`config.mk`:
```
export PLATFORM = sky130hd
export DESIGN_NAME = instruction_fetch
export DESIGN_NICKNAME = d
export VERILOG_FILES = /design/src/rtl/instruction_fetch.sv
export SDC_FILE = /design/constraint.sdc
export NUM_CORES = 1
export LEC_CHECK = 0
export CAP_MARGIN = 20
export CELL_PAD_IN_SITES_DETAIL_PLACEMENT = 0
export CELL_PAD_IN_SITES_GLOBAL_PLACEMENT = 1
export CORE_UTILIZATION = 47
export CTS_BUF_LIST = sky130_fd_sc_hd__clkbuf_4 sky130_fd_sc_hd__clkbuf_8 sky130_fd_sc_hd__clkbuf_16
export CTS_CLUSTER_DIAMETER = 60
export DETAILED_ROUTE_END_ITERATION = 8
export PLACE_DENSITY = 0.88
export SLEW_MARGIN = 30
export SYNTH_ARGS = -nofsm -noshare
export SYNTH_HDL_FRONTEND = slang
export SYNTH_SLANG_ARGS = --single-unit
```
`constraint.sdc`:
```
create_clock -name clk -period 2.4 [get_ports clk]
set_input_delay 0.48 -clock clk [delete_from_list [all_inputs] [get_ports clk]]
set_output_delay 0.48 -clock clk [all_outputs]
set_load 0.005 [all_outputs]
```
`src/rtl/instruction_fetch.sv`:
```
// -----------------------------------------------------------------------------
// instruction_fetch
//   Small program memory with a fetch FSM (IDLE -> READ -> VALID). A program is
//   loaded through the prog_* port while idle. Words are then fetched from the
//   address on pc and presented on a valid/ready handshake. pc_en pulses for
//   exactly one cycle per accepted instruction, which tells the program
//   counter to advance.
//
//   Optional feature: define IFETCH_PARITY_EN to store an even-parity bit with
//   every word. The bit is rechecked on each fetch and reported on parity_err.
//
// Ports
//   clk          clock, rising edge
//   n_reset      asynchronous active-low reset
//   pc           current program address from the program counter
//   pc_en        advance request to the program counter (= accept, combinational)
//   run          fetch enable
//   prog_we      program-load write strobe (honoured in IDLE only)
//   prog_addr    program-load address
//   prog_data    program-load data
//   instr_valid  instr / instr_addr hold a fetched instruction
//   instr_ready  downstream accepts the instruction
//   instr        fetched instruction word
//   instr_addr   address instr was fetched from
//   parity_err   parity mismatch on the held instruction
// -----------------------------------------------------------------------------
module instruction_fetch #(
    parameter int unsigned ADDR_WIDTH  = 3,
    parameter int unsigned INSTR_WIDTH = 8
) (
    input  logic                   clk,
    input  logic                   n_reset,
    input  logic [ADDR_WIDTH-1:0]  pc,
    output logic                   pc_en,
    input  logic                   run,
    input  logic                   prog_we,
    input  logic [ADDR_WIDTH-1:0]  prog_addr,
    input  logic [INSTR_WIDTH-1:0] prog_data,
    output logic                   instr_valid,
    input  logic                   instr_ready,
    output logic [INSTR_WIDTH-1:0] instr,
    output logic [ADDR_WIDTH-1:0]  instr_addr,
    output logic                   parity_err
);

    localparam int unsigned DEPTH = 2 ** ADDR_WIDTH;
`ifdef IFETCH_PARITY_EN
    localparam int unsigned WORD_W = INSTR_WIDTH + 1;
`else
    localparam int unsigned WORD_W = INSTR_WIDTH;
`endif

    typedef enum logic [1:0] {
        IDLE  = 2'd0,
        READ  = 2'd1,
        VALID = 2'd2
    } state_e;

    state_e                 state_q, state_d;
    logic [INSTR_WIDTH-1:0] instr_q, instr_d;
    logic [ADDR_WIDTH-1:0]  instr_addr_q, instr_addr_d;
    logic [WORD_W-1:0]      mem_q [DEPTH];
    logic [WORD_W-1:0]      wr_word;
    logic [WORD_W-1:0]      rd_word;
    logic                   mem_we;
    logic                   accept;
`ifdef IFETCH_PARITY_EN
    logic                   parity_err_q, parity_err_d;
`endif

    // Memory word formats; the parity bit sits above the instruction bits.
`ifdef IFETCH_PARITY_EN
    assign wr_word = {^prog_data, prog_data};
`else
    assign wr_word = prog_data;
`endif
    assign rd_word = mem_q[pc];

    assign accept      = (state_q == VALID) && instr_ready;
    assign pc_en       = accept;
    assign instr_valid = (state_q == VALID);
    assign instr       = instr_q;
    assign instr_addr  = instr_addr_q;
`ifdef IFETCH_PARITY_EN
    // The flag follows the held word; it is masked while nothing is held.
    assign parity_err  = parity_err_q & instr_valid;
`else
    assign parity_err  = 1'b0;
`endif

    // Next-state and datapath capture.
    always_comb begin
        state_d      = state_q;
        instr_d      = instr_q;
        instr_addr_d = instr_addr_q;
        mem_we       = 1'b0;
`ifdef IFETCH_PARITY_EN
        parity_err_d = parity_err_q;
`endif
        case (state_q)
            IDLE: begin
                // A program write has priority over starting a fetch.
                if (prog_we) begin
                    mem_we = 1'b1;
                end else if (run) begin
                    state_d = READ;
                end
            end
            READ: begin
                instr_d      = rd_word[INSTR_WIDTH-1:0];
                instr_addr_d = pc;
`ifdef IFETCH_PARITY_EN
                // Even parity over data plus stored bit must reduce to 0.
                parity_err_d = ^rd_word;
`endif
                state_d      = VALID;
            end
            VALID: begin
                if (accept) begin
                    state_d = run ? READ : IDLE;
                end
            end
            default: state_d = IDLE;
        endcase
    end

    // State and held-instruction registers.
    always_ff @(posedge clk or negedge n_reset) begin
        if (!n_reset) begin
            state_q      <= IDLE;
            instr_q      <= '0;
            instr_addr_q <= '0;
`ifdef IFETCH_PARITY_EN
            parity_err_q <= 1'b0;
`endif
        end else begin
            state_q      <= state_d;
            instr_q      <= instr_d;
            instr_addr_q <= instr_addr_d;
`ifdef IFETCH_PARITY_EN
            parity_err_q <= parity_err_d;
`endif
        end
    end

    // Program memory keeps its contents through reset.
    always_ff @(posedge clk) begin
        if (mem_we) begin
            mem_q[prog_addr] <= wr_word;
        end
    end

endmodule

```
==> summary.txt, run 1 <==
Run status
  – Status: finished clean

Die
  – CORE AREA: 6350 um^2
  – Die area: 6890 um^2
  – Die height: 83.0 um
  – # rows: 29
  – I/O Pins: 33
  – Initial Utilization: 48.6%
  – DIE WIDTH: 83.0 um

Worst setup path
  – Critical path class: in2out
  – Crit end category: primary output
  – Req. time, crit path: 1920 ps
  – Crit path cell chain: clkdlybuf4s50_1 > and2_1 > clkdlybuf4s50_1
  – Cells on worst reg2reg path: 4
  – FF-to-FF End: mem_q[0][2]$_DFFE_PP_
  – Critical Path AT: 1590 ps
  – Crit Path Max Fanout: 3
  – Setup crit start kind: input port
  – CP max-delay cell: clkdlybuf4s50_1
  – Slowest Stage Delay on Critical Path: 490 ps
  – Worst r2r src: state_q[1]$_DFFE_PN0P_
  – Reg-to-reg setup timing slack: 970 ps
  – Most used cell, CP: clkdlybuf4s50_1

Place
  – Placer Congestion: 0.712
  – Port Buffers: 31
  – Post-DP HPWL: 3.63 mm
  – Placement Cell Area: 3470 um^2
  – Pre-CTS setup slack: 328 ps
  – Inst Count DP: 292

Pwr
  – Switching Fraction: 22.8%
  – Switching pwr: 0.688 mW
  – Reg power frac: 54.3%
  – Pwr dens: 828 nW/um^2
  – Peak supply drop: 0.000466 V
  – Clk network pwr share: 29.4%
  – Internal power: 2.34 mW
  – Static leakage: 1.32 nW
  – Combinational Power Share: 16.3%

Logic synthesis
  – Syn nets: 200
  – Seq/Total Area, Yosys: 72.9%
  – Avg Cell Area, Syn: 17.0 um^2
  – Instance count of the mapped netlist: 181
  – Syn. warnings: 0
  – Netlist cell types: 31
  – Mapped Area: 3080 um^2
  – Number of synthesized register bits: 77

Timing
  – F_max: 0.483 GHz
  – Layout Skew: 7.87 ps
  – Measured slew at the worst slew-check pin: 715 ps
  – Fin crit period: 2070 ps
  – # setup viols final: 0
  – Final Worst Setup Slack: 331 ps
  – Max-slew violations: 0
  – Setup TNS: 0 ps
  – RSZ-0062 raised after global routing: false
  – Fin crit share: 86.2%
  – Final hold vios: 0
  – Relative slew slack: 52.2%

GRT
  – Global Route Usage Sum: 18.1%
  – Antenna violations before repair: 0
  – Largest net degree at the start of global routing: 21
  – Global route overflow: 0
  – Vias in the first global route: 1,695
  – Global-route wire length before repair: 9.03 mm

CTS
  – CTS tree: built
  – Worst-Skew Late Latency: 340 ps
  – Num Clock Sinks: 77
  – Cts hold-fix bufs: 0
  – CTS clk-pin slew, worst paths: 70 ps
  – # resized after CTS: 0
  – CTS Root Buffer Type: clkbuf_8
  – Clock Path Buffers: 2
  – Post CTS Setup Buffer Count: 0
  – H-tree depth: 3
  – Cts bufs inserted: 9

Routing
  – 1st-iter DRT viols: 109
  – Vias post-DR: 1,671
  – Drt total wl: 5.66 mm
  – Routed wire length per instance: 18.4 um
  – Post-route antenna net violation count: 0
  – Drt pass-1 iters: 7
  – Post-route DRC: 0
  – Via/cell ratio: 5.44

Flow run
  – Max cap viols: 0

Hold path
  – Hold path cells: 1
  – HP Class: reg2reg
  – HP Start: state_q[0]$_DFFE_PN0P_
  – WHS Endpoint: state_q[0]$_DFFE_PN0P_

Finish
  – Area growth syn-to-layout: 18.5%
  – Ant diodes: 0
  – Non-filler instance count after layout: 307
  – Final nets: 245
  – Design Area, Final: 3650 um^2
  – Ratio of cells with drive above 1 in the final layout: 20.4%
[flip-flops by register name (all words and copies together), names as in the netlist]
name and cells:
mem_q 64, state_q 2, instr_addr 3, instr 8
[power by group through the flow]
stage / Combinational, mW / Clock [mW] / Sequential [mW]
CTS: 0.500 / 0.909 / 1.65
global route: 0.535 / 0.957 / 1.66
detailed placement: 0.498 / 0 / 1.67
floorplan: 0.213 / 0 / 1.67
global placement: 0.491 / 0 / 1.67
finish: 0.492 / 0.890 / 1.64
[how the worst max path moves through the flow]
stage                                       end  depth (start not counted)  slack, ps                    from
after global routing                      pc_en                          4        240  state_q[0]$_DFFE_PN0P_
after floorplan           mem_q[0][0]$_DFFE_PP_                          2        730            prog_addr[0]
after global placement                    pc_en                          3        340             instr_ready
after CTS                                 pc_en                          4        320  state_q[0]$_DFFE_PN0P_
after detailed placement                  pc_en                          3        330             instr_ready
final                                     pc_en                          3        330             instr_ready
[cell families after synthesis]
kind of cell	after synthesis	synth area share, %
flops	77	72.9
mux	33	11.4
simple gates	33	5.44
compound gates	27	6.53
buf+inv	10	3.61
other cells	1	0.122
[cells in the mapped netlist (all sizes together)]
cell type  number  area, um^2
mux2           18         203
nor3b           1        7.51
dfrtp          13         325
nor2            9        33.8
o22ai           7        43.8
a21oi           1        5.00
o21ai           1        5.00
o2bb2ai         1        8.76
edfxtp         64        1920
buf             7        80.1
nand3b          1        7.51
and2b           3        25.0
mux2i          15         150
nand2          10        37.5
a211oi          1        7.51
and2            1        6.26
or2b            2        16.3
nand2b          3        18.8
a2111oi         1        8.76
o31ai           7        52.6
nand3           1        5.00
inv             1        3.75
nor3            2        10.0
clkbuf          2        27.5
a22o            7        61.3
conb            1        3.75
o41ai           1        8.76
[through the flow]
stage                     utilization, %  total power, mW  hold slack, ps
after floorplan                        -             1.88             184
after global placement              54.7             2.16             461
after detailed placement            54.7             2.17             469
after CTS                           57.6             3.05             485
after global routing                57.6             3.15             508
final                               57.6             3.02             485
[worst max-delay path: cells and delay by family]
kind | cells | cell delay (ps)
and+or+nand+nor | 1 | 130
buffers and inverters | 2 | 980
[cell usage in the layout (no fill, tap or decap), drive strengths merged]
cell type and instances:
edfxtp 64, clkdlybuf4s50 31, mux2 18, mux2i 15, dfrtp 13, clkbuf 13
buf 12, nand2 10, nor2 9, o22ai 7, a22o 7, o31ai 7
nand2b 3, and2b 3, nor3 2, or2b 2, clkinv 2, inv 1
nand3 1, nand3b 1, and2 1, a21oi 1, nor3b 1, o2bb2ai 1
a211oi 1, a2111oi 1, o41ai 1, o21ai 1, conb 1
[layout make-up]
| class | count | area (um^2) |
|---|---|---|
| multi-input combinational | 94 | 726 |
| clock buffer | 13 | 173 |
| fill | 497 | 2700 |
| clock inverter | 2 | 8.76 |
| timing repair buffer | 43 | 400 |
| tap | 77 | 96.3 |
| sequential | 77 | 2250 |
| inverter | 1 | 3.75 |
[metal layers]
layer | GRT usage [%] | vias to the layer above | share of wire, %
li1 | - | 782 | -
met3 | 3.88 | 14 | 5.3
met1 | 23.4 | 822 | 43
met4 | 10.3 | 0 | 2.2
met5 | 0 | - | 0
met2 | 28.6 | 53 | 49
(Power assumes the default switching activity.)
==> run 2: changes to the inputs <==
--- a/config.mk
+++ b/config.mk
@@ -5,9 +5,10 @@
 export SDC_FILE = /design/constraint.sdc
 export NUM_CORES = 1
 export LEC_CHECK = 0
-export CAP_MARGIN = 20
+export CAP_MARGIN = 5
 export CELL_PAD_IN_SITES_DETAIL_PLACEMENT = 0
 export CELL_PAD_IN_SITES_GLOBAL_PLACEMENT = 1
+export CORE_ASPECT_RATIO = 0.7
 export CORE_UTILIZATION = 47
 export CTS_BUF_LIST = sky130_fd_sc_hd__clkbuf_4 sky130_fd_sc_hd__clkbuf_8 sky130_fd_sc_hd__clkbuf_16
 export CTS_CLUSTER_DIAMETER = 60
==> summary.txt, run 2 (synthesized netlist as in run 1, its figures left out) <==
Run status
  – Status: finished clean

Finish
  – Largest register FFs: 64
  – Most frequent cells in the layout: 64 x edfxtp_1, 31 x clkdlybuf4s50_1, 18 x mux2_2
  – Ratio of cells with drive above 1 in the final layout: 20.4%
  – Area growth syn-to-layout: 20.5%
  – Filler cell count: 491
  – Ant diodes: 0
  – Reg with most FFs: mem_q
  – Commonest non-fill, non-tap cell in the layout: edfxtp_1
  – Multi-input logic area: 726 um^2
  – Sequential cell area: 2250 um^2
  – Final nets: 244

CTS
  – Cts bufs inserted: 9
  – CTS tree: built
  – CTS Root Buffer Type: clkbuf_8
  – Cts hold-fix bufs: 0
  – # resized after CTS: 0
  – Worst-Skew Late Latency: 340 ps
  – Post CTS Setup Buffer Count: 0
  – Num Clock Sinks: 77
  – H-tree depth: 3
  – Clock Path Buffers: 2
  – CTS clk-pin slew, worst paths: 70 ps

Place
  – Port Buffers: 31
  – Placer Congestion: 0.733
  – Post-DP HPWL: 3.72 mm
  – Pre-CTS setup slack: 318 ps

GRT
  – Largest net degree at the start of global routing: 22
  – Vias in the first global route: 1,747
  – Antenna violations before repair: 0
  – Global-route wire length before repair: 9.47 mm
  – Global Route Usage Sum: 19.6%
  – Global route overflow: 0

Routing
  – DR WL met2: 2.67 mm
  – Via/cell ratio: 5.41
  – 1st-iter DRT viols: 66
  – Top sig layer: met4
  – Routed wl met3: 344 um
  – Post-route DRC: 0
  – Routed wire length per instance: 19.4 um
  – Drt pass-1 iters: 4
  – Vias post-DR: 1,667
  – Post-route antenna net violation count: 0
  – Drt total wl: 5.99 mm
  – Post-Route M1 WL: 2.89 mm

Die
  – Initial Utilization: 49.1%
  – I/O Pins: 33
  – DIE WIDTH: 98.8 um
  – Die height: 69.8 um
  – CORE AREA: 6280 um^2
  – # rows: 24
  – Die area: 6900 um^2

Worst setup path
  – Crit path cell chain: nand2b_1 > inv_1 > and2_1 > clkdlybuf4s50_1
  – CP max-delay cell: clkdlybuf4s50_1
  – Crit Path Max Fanout: 4
  – Slowest Stage Delay on Critical Path: 490 ps
  – Req. time, crit path: 1920 ps
  – Crit end category: primary output
  – Setup crit start kind: register
  – Critical Path AT: 1590 ps
  – Reg-to-reg setup timing slack: 940 ps
  – Critical path class: reg2out

Timing
  – RSZ-0062 raised after global routing: false
  – Layout Skew: 6.42 ps
  – Fin crit period: 2070 ps
  – Max-slew violations: 0
  – Final Worst Setup Slack: 333 ps
  – Relative slew slack: 52.3%
  – # setup viols final: 0
  – Final hold vios: 0
  – Setup TNS: 0 ps
  – Measured slew at the worst slew-check pin: 714 ps
  – Fin crit share: 86.1%
  – F_max: 0.484 GHz

Pwr
  – Peak supply drop: 0.000462 V
  – Pwr dens: 882 nW/um^2
  – Static leakage: 1.34 nW

Hold path
  – HP Class: reg2reg

Flow run
  – Max cap viols: 0
==> run 2: changes by cell type in the layout (fill, tap and decap cells not counted) <==
cell        delta
bufinv_16      +3
clkbuf_8       -3
buf_4          -2
clkinvlp_4     +2
buf_12         +1
clkbuf_4       -1
==> run 2: area by class of cell <==
cell class / instances / share of cell area [%]
clock buffer: 9 / 3.33
clock inverter: 7 / 3.06
inverter: 1 / 0.101
multi-input combinational: 94 / 19.5
sequential: 77 / 60.5
tap: 78 / 2.63
timing repair buffer: 42 / 10.9
==> run 2: per-stage QoR <==
stage | power (mW) | hold WS [ps] | instance area [um^2] | util [%] | cells
6_report | 3.28 | 473 | 3720 | 59.2 | 308
5_1_grt | 3.43 | 514 | 3720 | 59.2 | 308
4_1_cts | 3.32 | 476 | 3720 | 59.2 | 308
3_5_place_dp | 2.18 | 466 | 3480 | 55.4 | 292
3_3_place_gp | 2.17 | 464 | 3480 | 55.4 | 292
2_1_floorplan | 1.88 | 184 | 3080 | - | 181
==> run 2: path summary, 6_finish.rpt <==
path | start | end | depth (start not counted)
worst min-delay path | state_q[0]$_DFFE_PN0P_ | state_q[0]$_DFFE_PN0P_ | 1
max in group asynchronous | n_reset | instr[3]$_DFFE_PN0N_ | 1
min in group asynchronous | n_reset | instr[2]$_DFFE_PN0N_ | 1
worst min register to register | state_q[0]$_DFFE_PN0P_ | state_q[0]$_DFFE_PN0P_ | 1
worst max register to register | state_q[1]$_DFFE_PN0P_ | mem_q[0][3]$_DFFE_PP_ | 4
worst max-delay path | state_q[0]$_DFFE_PN0P_ | pc_en | 4
==> run 2: power breakdown <==
group	switching [mW]	total, mW	internal (mW)
clock	0.447	1.13	0.685
combinational	0.205	0.505	0.300
sequential	0.0645	1.64	1.58
total	0.717	3.28	2.56
==> run 2: metal layers <==
layer | vias up | GRT usage (%)
met5 | - | 0
met4 | 0 | 7.30
met3 | 8 | 6.96
met2 | 51 | 28.7
met1 | 823 | 27.1
li1 | 785 | -
==> run 2: worst max-delay path: cells and delay by family (launching register included) <==
| family | cells | cell delay, ps |
|---|---|---|
| and+or+nand+nor | 2 | 280 |
| buffers and inverters | 2 | 560 |
| DFF | 1 | 400 |
